### src/rtl/timer_pkg.sv
// Shared constants and state encodings for the programmable timer family.
package timer_pkg;

  localparam logic MODE_PERIODIC = 1'b0;
  localparam logic MODE_ONESHOT  = 1'b1;

  // 499,999 terminal count gives 500,000 ticks per rollover (10 ms at 50 MHz).
  localparam logic [19:0] TEN_MS_PERIOD = 20'h7A11F;
  localparam logic [19:0] RESET_PERIOD  = TEN_MS_PERIOD;

  typedef enum logic {
    ST_IDLE = 1'b0,
    ST_RUN  = 1'b1
  } state_t;

endpackage

### src/rtl/timer_prescaler.sv
// Clock prescaler: asserts tick once every prescale+1 enabled clocks.
module timer_prescaler #(
  parameter int PRE_W = 8
) (
  input  logic             clk,
  input  logic             reset,
  input  logic             clr,
  input  logic             en,
  input  logic [PRE_W-1:0] prescale,
  output logic             tick
);

  logic [PRE_W-1:0] cnt;

  // >= so that lowering prescale below the current count wraps at once.
  assign tick = en && (cnt >= prescale);

  always_ff @(posedge clk) begin
    if (!reset) begin
      cnt <= '0;
    end else if (clr) begin
      cnt <= '0;
    end else if (en) begin
      if (tick) cnt <= '0;
      else      cnt <= cnt + 1'b1;
    end
  end

endmodule

### src/rtl/timer_prog.sv
// Programmable periodic / one-shot timer with prescaler, start/stop control
// and sticky expiry flag. All outputs are registered.
module timer_prog
  import timer_pkg::*;
#(
  parameter int WIDTH = 20,
  parameter int PRE_W = 8
) (
  input  logic             clk,
  input  logic             reset,
  input  logic             enable,
  input  logic             mode,
  input  logic             start,
  input  logic             stop,
  input  logic [WIDTH-1:0] period,
  input  logic [PRE_W-1:0] prescale,
  input  logic             clear_expired,
  output logic [WIDTH-1:0] count,
  output logic             rollover,
  output logic             running,
  output logic             expired
);

  state_t           state_q, state_d;
  logic [WIDTH-1:0] count_q, count_d;
  logic             roll_q, roll_d;
  logic             exp_q, exp_d;
  logic             tick;

  // Any start or stop request realigns the prescaler phase.
  timer_prescaler #(.PRE_W(PRE_W)) u_prescaler (
    .clk      (clk),
    .reset    (reset),
    .clr      (start | stop),
    .en       ((state_q == ST_RUN) && enable),
    .prescale (prescale),
    .tick     (tick)
  );

  always_ff @(posedge clk) begin
    if (!reset) begin
      state_q <= ST_IDLE;
      count_q <= '0;
      roll_q  <= 1'b0;
      exp_q   <= 1'b0;
    end else begin
      state_q <= state_d;
      count_q <= count_d;
      roll_q  <= roll_d;
      exp_q   <= exp_d;
    end
  end

  always_comb begin
    state_d = state_q;
    count_d = count_q;
    roll_d  = 1'b0;
    exp_d   = exp_q & ~clear_expired;
    case (state_q)
      ST_IDLE: begin
        if (start && !stop) begin
          state_d = ST_RUN;
          count_d = '0;
        end
      end
      ST_RUN: begin
        if (stop) begin
          state_d = ST_IDLE;
        end else if (start) begin
          count_d = '0;
        end else if (tick) begin
          // >= so a period lowered mid-run wraps on the next tick.
          if (count_q >= period) begin
            count_d = '0;
            roll_d  = 1'b1;
            if (mode == MODE_ONESHOT) begin
              state_d = ST_IDLE;
              exp_d   = 1'b1;
            end
          end else begin
            count_d = count_q + 1'b1;
          end
        end
      end
      default: state_d = ST_IDLE;
    endcase
  end

  assign count    = count_q;
  assign rollover = roll_q;
  assign running  = (state_q == ST_RUN);
  assign expired  = exp_q;

endmodule
### config.mk
export PLATFORM = sky130hd
export DESIGN_NAME = timer_prog
export DESIGN_NICKNAME = d
export VERILOG_FILES = /design/src/rtl/timer_pkg.sv /design/src/rtl/timer_prescaler.sv /design/src/rtl/timer_prog.sv
export SDC_FILE = /design/constraint.sdc
export NUM_CORES = 1
export LEC_CHECK = 0
export BUFFER_PORTS_ARGS = -buffer_cell sky130_fd_sc_hd__buf_2
export CORE_UTILIZATION = 40
export DETAILED_ROUTE_END_ITERATION = 16
export SETUP_SLACK_MARGIN = 0.15
export SKIP_LAST_GASP = 1
export SLEW_MARGIN = 30
export SYNTH_ARGS = -nofsm -noshare
export SYNTH_HDL_FRONTEND = slang
export SYNTH_SLANG_ARGS = --single-unit
### constraint.sdc
create_clock -name clk -period 4.5 [get_ports clk]
set_clock_uncertainty 0.1 [all_clocks]
set_input_delay 0.45 -clock clk [delete_from_list [all_inputs] [get_ports clk]]
set_output_delay 0.45 -clock clk [all_outputs]
set_load 0.02 [all_outputs]
==> flow_summary.toml, run 1 <==
[run_status]
result_of_the_run = "finished, final reports clean"

[die]
placeableCoreArea_um2 = 5640
die-width_um = 79.6
die_height_um = 79.6
ioPinCount = 58
row_count = 27
design.die.area_um2 = 6330
initial_utilization = 0.427

[logic_synthesis]
synth_enable_flop_cells = 0
dominant_combinational_cell_family_by_area_after_synthesis = "simple AND/OR/NAND/NOR gates"
yosys_register_bits = 31
synthesis.yosys.warnings = 0
netlist_instances = 323
post_synth_fa_ha_maj_area_fraction = 0.156
synth_compound_area_frac = 0.169
synth.lib_cells_used.distinct = 41
ys_async_sr_fraction = 0
synth_area_per_cell_um2 = 7.45
synth_flop_cell = "sky130_fd_sc_hd__dfxtp_1"
synth-seq-area-share = 0.258
post_synth_xor_area_fraction = 0.0218
synth_simple_gate_area_share = 0.318
muxShareOfSynthArea = 0
synth_nets = 388
synthesis.area_um2 = 2410

[finish]
fin_nets = 440
area_growth_syn_to_layout_pct = 16.9
antenna_cells = 0
layout.filler_cells = 567
proportion_of_layout_cells_with_a_drive_suffix_above_1 = 0.202
final_common_cell = "sky130_fd_sc_hd__buf_2"
mostFrequentLayoutCells = "57 x sky130_fd_sc_hd__buf_2, 36 x sky130_fd_sc_hd__nand2_1, 34 x sky130_fd_sc_hd__inv_1"
final_cells = 448

[clocking]
cts.clk_slew.worst_paths_ps = 70
insertion_delay_ps = 290
cts-buffers-inserted = 5
cts_tree = "yes"
clk_root_buffer_cell = "sky130_fd_sc_hd__clkbuf_8"
clock_path_buffers = 2
cts_repair_resize_count = 0
cts.hold.buffers_added = 0
clock-sinks = 31
htree_num_levels = 2
post-cts-setup-buffers = 0

[sta]
timing.fmax_mhz = 346
grt_setup_unrepaired = "no"
finalSetupTns_ps = 0
worst-slew-pin-transition_ps = 813
slew_headroom = 0.458
total_setup_violations_reported_at_the_end_of_the_flow = 0
timing.final.crit_period_ps = 2890
slew_violations = 0
final_hold_viol_count = 0
finalCritPeriodShare = 0.642
fin_hold_ws_ps = 238

[worst_setup_path]
criticalPathCategory = "register to register"
critical_path_required_ps = 4640
cp.arrival_ps = 3020
timing.critical_path.from_type = "register"
end_kind = "register"
critical_path_peak_fanout = 19

[drt]
post_dr_wirelength_cell_um = 13.8
drt_iter0_markers = 121
detail-route-antenna-nets = 0
drt_pre_antenna_iters = 4
num_vias = 2481
routed_wire_length_um = 6190
drcViolationCount = 0
drt-vias-per-instance = 5.54

[job]
maxCapViolCount = 0

[global_routing]
overflow = 0
pin_count_of_the_biggest_net_entering_global_routing = 27
antenna_found_initial = 0
grt_pass1_vias = 2144
track_usage = 0.206
grt_pass1_wl_um = 10200

[power]
combinationalPowerShare = 0.104
power.static_leakage_uw = 0.00127
powerDensity_nw_per_um2 = 195
internal-power_uw = 404
power.share.clock = 0.395
register_share_of_total_power = 0.502
switchingPower_uw = 145
power.ir.vdd_worst_v = 0.000128
netSwitchingFraction = 0.264

[place]
numPlacedInstances = 440
portBuffers = 57
routabilityCongestion = 0.817
dp.final_hpwl_um = 4480

[min_path]
hold_class = "input pin to register"
[worst max-delay path, cell delays in order (launching register included)]
cell and delay, ps:
sky130_fd_sc_hd__dfxtp_1 530, sky130_fd_sc_hd__ha_1 320, sky130_fd_sc_hd__a21oi_1 150, sky130_fd_sc_hd__o21ai_0 140, sky130_fd_sc_hd__o21ai_0 500, sky130_fd_sc_hd__nand4_2 550
sky130_fd_sc_hd__a211oi_1 400, sky130_fd_sc_hd__o21a_1 140
[cell families (layout without fill, tap and decap cells)]
group                    Yosys count  count (layout)
AND/OR/NAND/NOR                  146             146
AO/OA/AOI/OAI                     63              63
buffers and inverters             47             100
flip-flops                        31              31
adder cells (fa/ha/maj)           30              30
XOR/XNOR                           6               6
[worst paths after layout]
check / from / to / slack (ps) / cells after the start
worst min register to register: expired / expired / 380 / 2
worst min-delay path: clear_expired / expired / 240 / 2
worst max-delay path: count[9] / count[1] / 1610 / 7
worst max register to register: count[9] / count[1] / 1610 / 7
[state kept, by name, summed over array words and instances (netlist names)]
| signal | flops |
|---|---|
| running | 1 |
| count | 20 |
| rollover | 1 |
| expired | 1 |
| u_prescaler.cnt | 8 |
[synth_stat cells (all sizes together) (2+ instances only)]
cell type | n | area (um^2)
buf | 2 | 18.8
dfxtp | 31 | 621
o21ai | 20 | 100
or2 | 4 | 25.0
xnor2 | 2 | 17.5
or4 | 4 | 31.3
nor4 | 17 | 106
a21o | 2 | 15.0
nor2 | 23 | 86.3
nor3b | 2 | 15.0
o22ai | 2 | 12.5
nand2 | 36 | 135
o31a | 2 | 17.5
and3 | 4 | 25.0
o21a | 18 | 135
nand2b | 2 | 12.5
inv | 34 | 128
a21oi | 10 | 50.1
ha | 30 | 375
and2 | 2 | 12.5
a211oi | 2 | 15.0
nand3 | 29 | 145
clkbuf | 11 | 41.3
xor2 | 4 | 35.0
nand4 | 14 | 115
nor3 | 4 | 20.0
nor2b | 2 | 12.5
[per-stage QoR]
step | setup slack [ps] | instance area, um^2 | power (uW) | utilization
after floorplan | 1920 | 2410 | 315 | -
after global placement | 1490 | 2730 | 338 | 0.484
after detailed placement | 1450 | 2730 | 339 | 0.484
after CTS | 1580 | 2810 | 555 | 0.499
after global routing | 1400 | 2810 | 576 | 0.499
final | 1610 | 2810 | 549 | 0.499
[power groups by stage]
stage	Sequential (uW)	Clock, uW	Combinational (uW)
floorplan	282	0	32.6
global placement	282	0	56.1
detailed placement	282	0	57.0
CTS	275	222	57.7
global route	275	236	65.1
finish	275	217	56.9
[per-layer routing]
layer  routed length (um)  track usage  share of wire  vias to the layer above
met1                 2970        0.285           0.48                     1127
li1                     -            -              -                     1267
met4                   80       0.0618          0.013                        0
met3                  377       0.0400          0.061                        7
met5                    0            0              0                        -
met2                 2770        0.321           0.45                       80
[layout make-up]
cell class / count / area (um^2) / area share
Inverter: 34 / 128 / 0.0454
Clock buffer: 5 / 68.8 / 0.0245
Clock inverter: 3 / 15.0 / 0.00534
Sequential cell: 31 / 621 / 0.221
Timing Repair Buffer: 58 / 293 / 0.104
Multi-Input combinational cell: 245 / 1600 / 0.568
Tap cell: 72 / 90.1 / 0.0320
No activity file was read; power rests on OpenSTA's default activity.
==> inputs of run 2 (changes only) <==
Clock period 4.5 ns to 2.95 ns, I/O delays scaled along.
==> run 2 against run 1 <==
  * Sequential cell count stayed put
  * Power is 55% higher
  * Sequential share of layout area is 1.1 points lower
  * Via count is 0.48% higher
  * First-iteration DRC count is 2.5% lower
  * Non-clock buffer count is 18 higher
  * Die area stayed put
  * Combinational power is 63% higher
  * Cell count is 3.8% higher
  * Critical path depth is 1 higher
  * Sequential power is 53% higher
  * Clock-buffer cell count is 1 higher
==> flow_summary.toml, run 2 (synthesized netlist as in run 1, its figures left out) <==
[worst_setup_path]
criticalPathCategory = "register to register"
end_kind = "register"
worst_r2r_endpoint = "count[11]"
critical_path_peak_fanout = 15
timing.critical_path.from = "count[18]"
reg2reg_setup_slack_ps = 250
critical_path_required_ps = 3020
cp.arrival_ps = 2770
crit-reg2reg-launch = "count[18]"
timing.critical_path.from_type = "register"
r2r_depth = 8
endpoint = "count[11]"

[clocking]
clock-sinks = 31
cts_tree = "yes"
cts.clk_slew.worst_paths_ps = 70
cts.hold.buffers_added = 0
insertion_delay_ps = 280
cts-buffers-inserted = 5
htree_num_levels = 2
clk_root_buffer_cell = "sky130_fd_sc_hd__clkbuf_8"
clock_path_buffers = 2

[place]
numPlacedInstances = 455
dp.final_hpwl_um = 4740
portBuffers = 57
dpl-instance-area_um2 = 2840
routabilityCongestion = 0.793

[sta]
finalCritPeriodShare = 0.915
grt_setup_unrepaired = "yes"
fin_hold_ws_ps = 96.0
timing.final.crit_period_ps = 2700
final_hold_viol_count = 0
worst-slew-pin-transition_ps = 849
slew_violations = 0
timing.fmax_mhz = 371
total_setup_violations_reported_at_the_end_of_the_flow = 0
finalSetupTns_ps = 0
slew_headroom = 0.434

[die]
row_count = 27
die-width_um = 79.6
initial_utilization = 0.427
die_height_um = 79.6
design.die.area_um2 = 6330
ioPinCount = 58
placeableCoreArea_um2 = 5640

[finish]
area_growth_syn_to_layout_pct = 23.0
fin_nets = 458
layout.filler_cells = 577
proportion_of_layout_cells_with_a_drive_suffix_above_1 = 0.237
mostFrequentLayoutCells = "57 x sky130_fd_sc_hd__buf_2, 36 x sky130_fd_sc_hd__nand2_1, 34 x sky130_fd_sc_hd__inv_1"
design_area_um2 = 2960
final_common_cell = "sky130_fd_sc_hd__buf_2"
antenna_cells = 0
final_cells = 465
largest_register_ff_count = 20

[drt]
drt_pre_antenna_iters = 4
drcViolationCount = 0
num_vias = 2493
drt_iter0_markers = 118
drt-vias-per-instance = 5.36
detail-route-antenna-nets = 0
routed_wire_length_um = 6450
post_dr_wirelength_cell_um = 13.9

[global_routing]
overflow = 0
grt_pass1_vias = 2223
pin_count_of_the_biggest_net_entering_global_routing = 27
antenna_found_initial = 0
track_usage = 0.209
grt_pass1_wl_um = 10400

[power]
power.ir.vdd_worst_v = 0.000170
report.power.total_uw = 850
power.static_leakage_uw = 0.00136
powerDensity_nw_per_um2 = 287

[run_status]
result_of_the_run = "finished, final reports clean"

[job]
maxCapViolCount = 0

[min_path]
hold_class = "input pin to register"
hold_start = "clear_expired"
-- run 2: cell types whose count changed in the layout (fill, tap and decap cells not counted) --
| cell | before | now |
|---|---|---|
| sky130_fd_sc_hd__buf_4 | 1 | 19 |
| sky130_fd_sc_hd__clkbuf_8 | 5 | 6 |
| sky130_fd_sc_hd__clkinv_2 | 3 | 1 |
| sky130_fd_sc_hd__nand4_2 | 2 | 1 |
| sky130_fd_sc_hd__nand4_4 | 1 | 2 |
-- run 2: cell type report --
type	instances	area [um^2]	share of cell area
sequential	31	621	0.210
inverter	34	128	0.0431
clock buffer	6	82.6	0.0279
clock inverter	1	5.00	0.00169
tap	72	90.1	0.0304
timing repair buffer	76	428	0.144
multi-input combinational	245	1610	0.543
-- run 2: what timing repair did --
action | CTS | global route
setup endpoints to repair | 0 | 6
setup buffers | 0 | 3
resized for setup | 0 | 1
endpoints found under the hold margin | 0 | 0
-- run 2: power by group --
group          total, uW  internal (uW)  switching [uW]  leakage, uW
clock network        338            183             155    0.0000470
logic               92.5           39.7            52.7      0.00106
registers            420            419            1.01     0.000250
-- run 2: per-layer routing --
| layer | GRT usage | vias to the layer above | share of wire |
|---|---|---|---|
| met4 | 0.0527 | 0 | 0.0048 |
| met5 | 0 | - | 0 |
| met2 | 0.346 | 64 | 0.47 |
| met1 | 0.282 | 1131 | 0.47 |
| met3 | 0.0309 | 2 | 0.052 |
| li1 | - | 1296 | - |
-- run 2: how the worst min path moves through the flow --
stage                         end  slack (ps)  cells after the start
final                     expired         100                      2
after global routing      expired          80                      2
after CTS                 expired          90                      2
after detailed placement  expired         370                      2
after global placement    expired         370                      2
after floorplan           expired         290                      1
-- run 2: through the flow --
step           utilization  setup slack [ps]
6_report             0.525               252
5_1_grt              0.525               137
4_1_cts              0.519               168
3_5_place_dp         0.504               150
3_3_place_gp         0.504               202
2_1_floorplan            -               401
-- run 2: critical path, cell delays in order (launching register included) --
cell and delay, ps:
sky130_fd_sc_hd__dfxtp_1 360, sky130_fd_sc_hd__ha_1 350, sky130_fd_sc_hd__nand4_2 160, sky130_fd_sc_hd__or4_2 690
sky130_fd_sc_hd__o32a_2 260, sky130_fd_sc_hd__nand4_4 210, sky130_fd_sc_hd__buf_4 180, sky130_fd_sc_hd__o21ai_0 80
sky130_fd_sc_hd__o21a_1 190
==> inputs of run 3 (changes only) <==
Settings changed: BUFFER_PORTS_ARGS -buffer_cell sky130_fd_sc_hd__buf_2 to not set, DONT_BUFFER_PORTS set to 1, GPL_ROUTABILITY_DRIVEN set to 0.
==> run 3 against run 2 <==
  * Non-clock buffer count down 47
  * Worst hold slack worse by 74 ps
  * Die area unchanged
  * Cell area down 4.6%
  * Register-to-register slack better by 40 ps
  * Clock power up 33%
  * Sequential power about the same
  * Cell count down 9.7%
  * Via count down 5.4%
  * Largest cell class unchanged
==> flow_summary.toml, run 3 (synthesized netlist as in run 1, its figures left out) <==
[sta]
finalCritPeriodShare = 0.902
final_hold_viol_count = 0
final_critical_path_setup_slack_ps = 289
worst-slew-pin-transition_ps = 793
finalSetupTns_ps = 0
timing.final.crit_period_ps = 2660
slew_headroom = 0.472
total_setup_violations_reported_at_the_end_of_the_flow = 0
grt_setup_unrepaired = "no"
timing.fmax_mhz = 376
slew_violations = 0

[clocking]
cts_tree = "yes"
clk_root_buffer_cell = "sky130_fd_sc_hd__clkbuf_8"
htree_num_levels = 2
clock-sinks = 31
clock_path_buffers = 2
cts-buffers-inserted = 5
insertion_delay_ps = 290
cts.clk_slew.worst_paths_ps = 80

[drt]
drt_pre_antenna_iters = 4
drcViolationCount = 0
drt-vias-per-instance = 5.62
post_dr_wirelength_cell_um = 14.7
drt_iter0_markers = 140
routed_wire_length_um = 6190
detail-route-antenna-nets = 0
num_vias = 2359

[run_status]
result_of_the_run = "finished, final reports clean"

[worst_setup_path]
criticalPathCategory = "register to register"
end_kind = "register"
critical_path_required_ps = 3010
reg2reg_setup_slack_ps = 290
slowest_stage = "sky130_fd_sc_hd__or4_2"
critical_path_peak_fanout = 7
cp_cell_sequence = "ha_1 > nand4_1 > or4_2 > o32a_4 > nand4_4 > buf_4 > nor3_1 > or3_1"
cp.arrival_ps = 2720
highest_cell_delay_on_the_worst_timing_path_ps = 670
timing.critical_path.from_type = "register"

[finish]
proportion_of_layout_cells_with_a_drive_suffix_above_1 = 0.138
antenna_cells = 0
regArea_um2 = 621
layout.filler_cells = 573
multi_input_comb_area_um2 = 1650
largest_register_ff_count = 20
mostFrequentLayoutCells = "36 x sky130_fd_sc_hd__nand2_1, 34 x sky130_fd_sc_hd__inv_1, 31 x sky130_fd_sc_hd__dfxtp_1"
final_common_cell = "sky130_fd_sc_hd__nand2_1"
area_growth_syn_to_layout_pct = 17.3
fin_nets = 412

[place]
post-place-ws_ps = 192
portBuffers = 0
dp.final_hpwl_um = 4500

[die]
initial_utilization = 0.427
placeableCoreArea_um2 = 5640
ioPinCount = 58
die-width_um = 79.6
row_count = 27
design.die.area_um2 = 6330
die_height_um = 79.6

[min_path]
hold_class = "input pin to register"

[global_routing]
antenna_found_initial = 0
grt_pass1_wl_um = 10000
grt_pass1_vias = 2111
track_usage = 0.200
overflow = 0
pin_count_of_the_biggest_net_entering_global_routing = 27

[job]
maxCapViolCount = 0

[power]
power.ir.vdd_worst_v = 0.000246
power.static_leakage_uw = 0.00117
powerDensity_nw_per_um2 = 331
==> run 3: final cells by class <==
| cell class | count | share of cell area |
|---|---|---|
| Multi-Input combinational cell | 246 | 0.584 |
| Sequential cell | 31 | 0.220 |
| Timing Repair Buffer | 29 | 0.0780 |
| Inverter | 34 | 0.0452 |
| Tap cell | 72 | 0.0319 |
| Clock buffer | 6 | 0.0292 |
| Clock inverter | 2 | 0.0124 |
==> run 3: path summary, 6_finish.rpt <==
kind / startpoint / endpoint / depth (start not counted)
setup / recovery: count[11] / count[8] / 8
hold / removal: reset / count[12] / 1
setup reg to reg: count[11] / count[8] / 8
hold reg to reg: u_prescaler.cnt[7] / u_prescaler.cnt[7] / 2
==> run 3: metal layers <==
layer / up-vias / wire length, um / track usage
met5: - / 0 / 0
met4: 0 / 55 / 0.0436
li1: 1206 / - / -
met1: 1068 / 2940 / 0.268
met2: 80 / 2820 / 0.327
met3: 5 / 370 / 0.0423
==> run 3: stage by stage <==
step                cell area [um^2]  std cells  power (uW)   util  hold slack (ps)
floorplan                       2410        323         480      -              289
global placement                2630        407         489  0.465              293
detailed placement              2630        407         490  0.465              296
CTS                             2750        416         936  0.488             22.7
global route                    2820        420         963  0.501             20.5
finish                          2820        420         936  0.501             21.7
==> run 3: power breakdown <==
group          leakage (uW)  total [uW]  internal (uW)  switching (uW)
sequential         0.000250         421            419            1.92
combinational      0.000860        65.7           25.9            39.8
clock             0.0000612         449            273             176
==> run 3: critical path: cells and delay by family, from the launching register on <==
family          cells  cell delay, ps
simple gates        5            1390
flops               1             320
fa+ha+maj           1             310
compound gates      1             260
buf+inv             1             160
==> run 3: repair_timing <==
item | in CTS | in global routing
gates resized for setup | 0 | 6
setup endpoints to repair | 0 | 19
hold buffers | 1 | 0
hold endpoints to repair | 1 | 0
buffers inserted | 0 | 3
